$ cat src/rtl/i2s_stream_out.sv
// Buffered I2S transmitter: FIFO of stereo words, internal BCLK/LRCK generation,
// prefill/underrun control, mono mode and a flow-controlled refill request.
module i2s_stream_out #(
    parameter int SAMPLE_W    = 16,
    parameter int DEPTH       = 8,
    parameter int BCLK_DIV    = 2,
    parameter int START_LEVEL = 2,
    parameter int REQ_LEVEL   = 4
) (
    input  logic                    clk,
    input  logic                    rst_n,
    input  logic                    in_valid,
    input  logic [2*SAMPLE_W-1:0]   in_data,
    input  logic                    mono,
    input  logic                    flush,
    output logic                    audio_req,
    output logic                    bclk,
    output logic                    lrck,
    output logic                    sdata,
    output logic [$clog2(DEPTH):0]  level,
    output logic                    underrun,
    output logic                    overflow
);

    localparam int FW = 2 * SAMPLE_W;
    localparam int AW = $clog2(DEPTH);
    localparam int LW = AW + 1;
    localparam int CW = $clog2(FW);
    localparam int DW = (BCLK_DIV > 1) ? $clog2(BCLK_DIV) : 1;

    localparam logic [LW-1:0] L_DEPTH = LW'(DEPTH);
    localparam logic [LW-1:0] L_START = LW'(START_LEVEL);
    localparam logic [LW-1:0] L_REQ   = LW'(REQ_LEVEL);
    localparam logic [CW-1:0] C_LAST  = CW'(FW - 1);
    localparam logic [CW-1:0] C_LEFT  = CW'(SAMPLE_W - 1);
    localparam logic [DW-1:0] D_LAST  = DW'(BCLK_DIV - 1);

    typedef enum logic {S_IDLE, S_PLAY} state_t;

    state_t          r_state;
    logic [DW-1:0]   r_div_cnt;
    logic            r_bclk;
    logic            r_lrck;
    logic            r_sdata;
    logic [CW-1:0]   r_bitcnt;
    logic [FW-1:0]   r_shift;
    logic            r_half;
    logic            r_req;
    logic            r_outstanding;
    logic [LW-1:0]   r_level;
    logic [AW-1:0]   r_wr_ptr;
    logic [AW-1:0]   r_rd_ptr;
    logic            r_underrun;
    logic            r_overflow;
    logic [FW-1:0]   r_mem [DEPTH];

    logic            w_div_end;
    logic            w_fall;
    logic            w_load;
    logic [CW-1:0]   w_bitcnt_next;
    logic            w_empty;
    logic            w_full;
    logic [FW-1:0]   w_head;
    logic            w_play_load;
    logic            w_pop;
    logic            w_push;
    logic            w_push_ok;
    logic            w_underrun_evt;
    logic            w_half_next;
    logic [FW-1:0]   w_word;
    logic [LW-1:0]   w_level_next;
    logic            w_req;

    assign w_div_end     = (r_div_cnt == D_LAST);
    assign w_fall        = w_div_end && r_bclk;
    assign w_bitcnt_next = (r_bitcnt == C_LAST) ? '0 : r_bitcnt + 1'b1;
    assign w_load        = w_fall && (r_bitcnt == C_LAST);
    assign w_empty       = (r_level == '0);
    assign w_full        = (r_level == L_DEPTH);
    assign w_head        = r_mem[r_rd_ptr];
    assign w_play_load   = w_load && !flush && (r_state == S_PLAY);

    // Word selection at the frame boundary; mono plays each half of a word as its own frame.
    always_comb begin
        w_pop          = 1'b0;
        w_word         = '0;
        w_underrun_evt = 1'b0;
        w_half_next    = r_half;
        if (w_play_load) begin
            if (w_empty) begin
                w_underrun_evt = 1'b1;
                w_half_next    = 1'b0;
            end else if (mono) begin
                if (!r_half) begin
                    w_word      = {w_head[FW-1:SAMPLE_W], w_head[FW-1:SAMPLE_W]};
                    w_half_next = 1'b1;
                end else begin
                    w_word      = {w_head[SAMPLE_W-1:0], w_head[SAMPLE_W-1:0]};
                    w_pop       = 1'b1;
                    w_half_next = 1'b0;
                end
            end else begin
                w_word      = w_head;
                w_pop       = 1'b1;
                w_half_next = 1'b0;
            end
        end
    end

    assign w_push       = in_valid && !flush;
    assign w_push_ok    = w_push && (!w_full || w_pop);
    assign w_level_next = r_level + LW'(w_push_ok) - LW'(w_pop);
    assign w_req        = !flush && !r_outstanding &&
                          ((w_pop && (w_level_next < L_REQ)) ||
                           ((r_state == S_IDLE) && (r_level < L_START)));

    always_ff @(posedge clk) begin
        if (w_push_ok) begin
            r_mem[r_wr_ptr] <= in_data;
        end
    end

    always_ff @(posedge clk or negedge rst_n) begin
        if (!rst_n) begin
            r_state       <= S_IDLE;
            r_div_cnt     <= '0;
            r_bclk        <= 1'b0;
            r_lrck        <= 1'b0;
            r_sdata       <= 1'b0;
            r_bitcnt      <= C_LAST;
            r_shift       <= '0;
            r_half        <= 1'b0;
            r_req         <= 1'b0;
            r_outstanding <= 1'b0;
            r_level       <= '0;
            r_wr_ptr      <= '0;
            r_rd_ptr      <= '0;
            r_underrun    <= 1'b0;
            r_overflow    <= 1'b0;
        end else begin
            if (w_div_end) begin
                r_div_cnt <= '0;
                r_bclk    <= ~r_bclk;
            end else begin
                r_div_cnt <= r_div_cnt + 1'b1;
            end

            // Serial side runs on BCLK falls so sdata is stable for the next rise.
            if (w_fall) begin
                r_bitcnt <= w_bitcnt_next;
                if (w_load) begin
                    r_sdata <= w_word[FW-1];
                    r_shift <= {w_word[FW-2:0], 1'b0};
                end else begin
                    r_sdata <= r_shift[FW-1];
                    r_shift <= {r_shift[FW-2:0], 1'b0};
                end
                if (w_bitcnt_next == C_LEFT) begin
                    r_lrck <= 1'b1;
                end else if (w_bitcnt_next == C_LAST) begin
                    r_lrck <= 1'b0;
                end
            end

            if (flush) begin
                r_state       <= S_IDLE;
                r_half        <= 1'b0;
                r_req         <= 1'b0;
                r_outstanding <= 1'b0;
                r_level       <= '0;
                r_wr_ptr      <= '0;
                r_rd_ptr      <= '0;
                r_underrun    <= 1'b0;
                r_overflow    <= 1'b0;
            end else begin
                r_level <= w_level_next;
                r_half  <= w_half_next;
                if (w_push_ok) begin
                    r_wr_ptr <= r_wr_ptr + 1'b1;
                end
                if (w_pop) begin
                    r_rd_ptr <= r_rd_ptr + 1'b1;
                end
                if (w_underrun_evt) begin
                    r_underrun <= 1'b1;
                    r_state    <= S_IDLE;
                end else if ((r_state == S_IDLE) && (r_level >= L_START)) begin
                    r_state <= S_PLAY;
                end
                if (w_push && !w_push_ok) begin
                    r_overflow <= 1'b1;
                end
                r_req <= w_req;
                if (w_req) begin
                    r_outstanding <= 1'b1;
                end else if (w_push_ok) begin
                    r_outstanding <= 1'b0;
                end
            end
        end
    end

    assign audio_req = r_req;
    assign bclk      = r_bclk;
    assign lrck      = r_lrck;
    assign sdata     = r_sdata;
    assign level     = r_level;
    assign underrun  = r_underrun;
    assign overflow  = r_overflow;

endmodule
$ cat config.mk
export PLATFORM = sky130hd
export DESIGN_NAME = i2s_stream_out
export DESIGN_NICKNAME = d
export VERILOG_FILES = /design/src/rtl/i2s_stream_out.sv
export SDC_FILE = /design/constraint.sdc
export NUM_CORES = 1
export LEC_CHECK = 0
export CAP_MARGIN = 20
export CORE_ASPECT_RATIO = 0.6
export CORE_UTILIZATION = 40
export CTS_BUF_LIST = sky130_fd_sc_hd__clkbuf_4
export CTS_CLUSTER_SIZE = 24
export DETAILED_ROUTE_END_ITERATION = 16
export PLACE_DENSITY = 0.58
export SETUP_SLACK_MARGIN = 0.4
export SLEW_MARGIN = 20
export SYNTH_ARGS = -nofsm -noshare
export SYNTH_HDL_FRONTEND = slang
export SYNTH_SLANG_ARGS = --single-unit
export TNS_END_PERCENT = 30
$ cat constraint.sdc
create_clock -name clk -period 5.5 [get_ports clk]
set_clock_uncertainty 0.05 [all_clocks]
set_input_delay 1.1 -clock clk [delete_from_list [all_inputs] [get_ports clk]]
set_output_delay 1.1 -clock clk [all_outputs]
set_load 0.005 [all_outputs]
==> summary.txt <==
Worst setup path
  • CP max stage delay: 0.57 ns
  • Buf/Inv on CP: 1
  • Critical path required time: 6.02 ns
  • Critical path endpoint category: flop
  • Sequence of cells on the critical path: ha_1, and3_1, ha_1, nand4_1, nor4_4, buf_4, o21ai_0, ha_1, and3_1, or3_1, a41oi_2, a21oi_1
  • WP data arrival: 4.61 ns
  • Cell mode on critical path: ha_1
  • Crit path kind: reg2reg
  • Worst path top cell family by delay: simple AND/OR/NAND/NOR gates
  • Crit start category: flop
  • Crit-path slowest cell: dfstp_2
  • Max FO, Critical Path: 17

STA
  • Rel. slew slack: 28.71%
  • Final worst-path cycle share: 74.42%
  • Worst slew pin tran: 1.067 ns
  • WHS: 0.3445 ns
  • F_max: 0.2443 GHz
  • Min Tclk post-route: 4.093 ns
  • Slew Limit Fails: 0
  • Final setup vio count: 0
  • Setup TNS: 0 ns
  • Hold Violations, Final: 0
  • PnR worst setup slack: 1.407 ns
  • Unrepaired setup endpoints after global routing: false

Power and ir drop
  • P per Cell Area: 320.7 nW/um^2
  • Register share of total power: 56.0%
  • Total Power: 4.694 mW
  • Peak supply drop: 0.1656 mV
  • Internal power consumption: 3.640 mW
  • Clock share of power: 38.7%
  • Leak pwr: 4.863 nW
  • Net Switching: 1.055 mW
  • Gate power share: 5.2%
  • Sw Share: 22.47%

Synthesis
  • Async SR Flop Fraction: 17.95%
  • Syn Nets: 795
  • Post-synth EDFFs: 256
  • Average size of a mapped cell: 17.03 sq um
  • Synthesized area: 12,720 sq um
  • Synth top area cells: edfxtp_1 60%, dfrtp_1 10%, mux2i_1 4.6%, mux4_1 3.7%, mux4_2 3.5%
  • FF+latch count, synth: 312
  • Post-synthesis cell count: 747
  • Adder-Cell Fraction of Synth Area: 1.141%
  • Synth Area in XOR/XNOR: 0.3442%
  • Compound-gate portion of the synthesized area: 6.707%
  • Yosys top cell area share: 60.42%
  • Largest family of logic cells by synthesized area: multiplexers
  • Mux contribution to synthesized area: 13.06%
  • Yosys synthesis warning count: 0
  • Synth Flop Type: edfxtp_1
  • Seq/Total Area, Yosys: 71.49%
  • Post-synth top area cell: edfxtp_1
  • Post-synth cell types: 55
  • Simple logic cell fraction of the synthesized area: 5.291%

GRT
  • Largest net degree at the start of global routing: 58
  • GRT Util Overall: 18.15%
  • First-pass GRT wire length: 43.50 mm
  • Grt total ovfl: 0
  • Vias in the first global route: 7,470
  • Antenna violations before repair: 0

Layout
  • Area Growth Syn to Fin: 15.07%
  • Final Instance Area: 14,640 sq um
  • Most frequent cells in the layout: 256 x edfxtp_1, 114 x clkbuf_4, 58 x mux2i_1
  • Final Instance Count excl. Fillers: 1,314
  • Fillcell total: 2,633
  • Commonest non-fill, non-tap cell in the layout: edfxtp_1
  • Post-layout util: 46.89%
  • Ant diodes: 0
  • Layout Nets: 893
  • Fraction of layout cells with a size suffix above 1: 22.27%

Outcome
  • Status: completed

Detailed routing
  • # DRC: 0
  • Average wire per standard cell: 21.58 um
  • DR pass1 iterations: 5
  • Vias per Instance: 5.460
  • 1st-iter DRT viols: 572
  • DR vias: 7,175
  • Antenna viol nets, final: 0
  • Final WL: 28.36 mm

CTS
  • H-tree depth: 3
  • Clock sinks: 312
  • Post_cts resized: 0
  • Hold-fix buffers, CTS: 0
  • Clock transition at the registers of the reported paths: 0.08 ns
  • Clk Latency, worst-skew pair: 0.73 ns
  • Max clock buf depth: 3
  • Postcts setup bufs: 0
  • TritonCTS clock tree: built
  • Root buffer cell: clkbuf_4
  • TritonCTS Buffers: 72

Die
  • Ports: 47
  • Die extent in y: 140.1 um
  • Initial Utilization: 40.75%
  • Die W: 232.2 um
  • Die area: 32,550 sq um
  • Row count: 50
  • Core Area: 31,220 sq um

Run
  • Max-Cap Viols: 0

Placement
  • Final HPWL DP: 16.53 mm
  • Final GP Congestion: 0.8088
  • Placed cell count: 1,186
  • Placed Area: 13,720 sq um
  • Place WS: 1.462 ns
  • Port Buf Inserts: 46

Worst hold path
  • Hold Crit Class: in2async
per-layer routing:
layer	share of wire [%]	routed length [um]	track usage, %
met1	48	13510	25.91
met2	43	12280	25.83
met3	7.3	2072	6.230
met4	1.7	490	6.060
met5	0	0	0
cell usage after synthesis, types with 4 or more instances:
cell type and instances:
a21oi_1 36, a221oi_1 7, a221oi_2 5, a22oi_1 28, buf_2 11, buf_6 4, clkbuf_1 22, dfrtp_1 51
dfstp_2 5, edfxtp_1 256, ha_1 10, inv_1 12, mux2_2 14, mux2i_1 58, mux4_1 18, mux4_2 20
nand2_1 28, nand2b_1 4, nand3_1 31, nand4_1 4, nor2_1 39, nor2b_1 6, nor3_1 4, o211ai_1 13
o21ai_0 11, o221ai_1 5
flip-flops by register name (all words and copies together), names as in the netlist, 3 cells and up:
register,cells
r_bitcnt,5
level,4
r_rd_ptr,3
r_mem,256
r_shift,31
r_wr_ptr,3
path summary, 6_finish.rpt:
kind | startpoint | to | slack [ns] | cells past startpoint
min in group clk | r_outstanding$_DFFE_PN0P_ | audio_req$_DFF_PN0_ | 0.40 | 1
setup reg to reg | r_bitcnt[0]$_DFFE_PN1P_ | r_outstanding$_DFFE_PN0P_ | 1.41 | 12
hold reg to reg | r_outstanding$_DFFE_PN0P_ | audio_req$_DFF_PN0_ | 0.40 | 1
setup / recovery | r_bitcnt[0]$_DFFE_PN1P_ | r_outstanding$_DFFE_PN0P_ | 1.41 | 12
hold / removal | rst_n | r_shift[22]$_DFFE_PN0P_ | 0.34 | 1
max in group asynchronous | rst_n | r_rd_ptr[1]$_DFFE_PN0P_ | 4.12 | 2
worst register-to-register path, delay by kind of cell, from the launching register on:
family | cells | cell delay, ns
buf+inv | 1 | 0.32
compound gates | 3 | 0.62
flops | 1 | 0.57
simple gates | 5 | 1.52
fa+ha+maj | 3 | 0.87
layout make-up:
type                       instances  area, sq um  share of cell area, %
clock buffer                     114        855.8                  5.846
clock inverter                    13        50.05                 0.3419
inverter                          13        48.80                 0.3333
multi-input combinational        381         3458                  23.62
sequential                       312         9100                  62.16
tap                              416        520.5                  3.556
timing repair buffer              65        605.6                  4.137
power by group through the flow:
stage	Sequential, mW	Combinational (mW)	Clock [mW]
finish	2.63	0.245	1.82
global placement	2.68	0.235	0
CTS	2.63	0.247	1.88
detailed placement	2.68	0.246	0
floorplan	2.68	0.111	0
global route	2.63	0.268	2.00
logic make-up (layout without fill, tap and decap cells):
family,count (synthesis),count (layout)
simple gates,135,135
compound gates,120,120
buf+inv,54,205
fa+ha+maj,11,11
flops,312,312
mux,110,110
xor+xnor,5,5
Note: power is estimated with default switching activity, not from simulation.
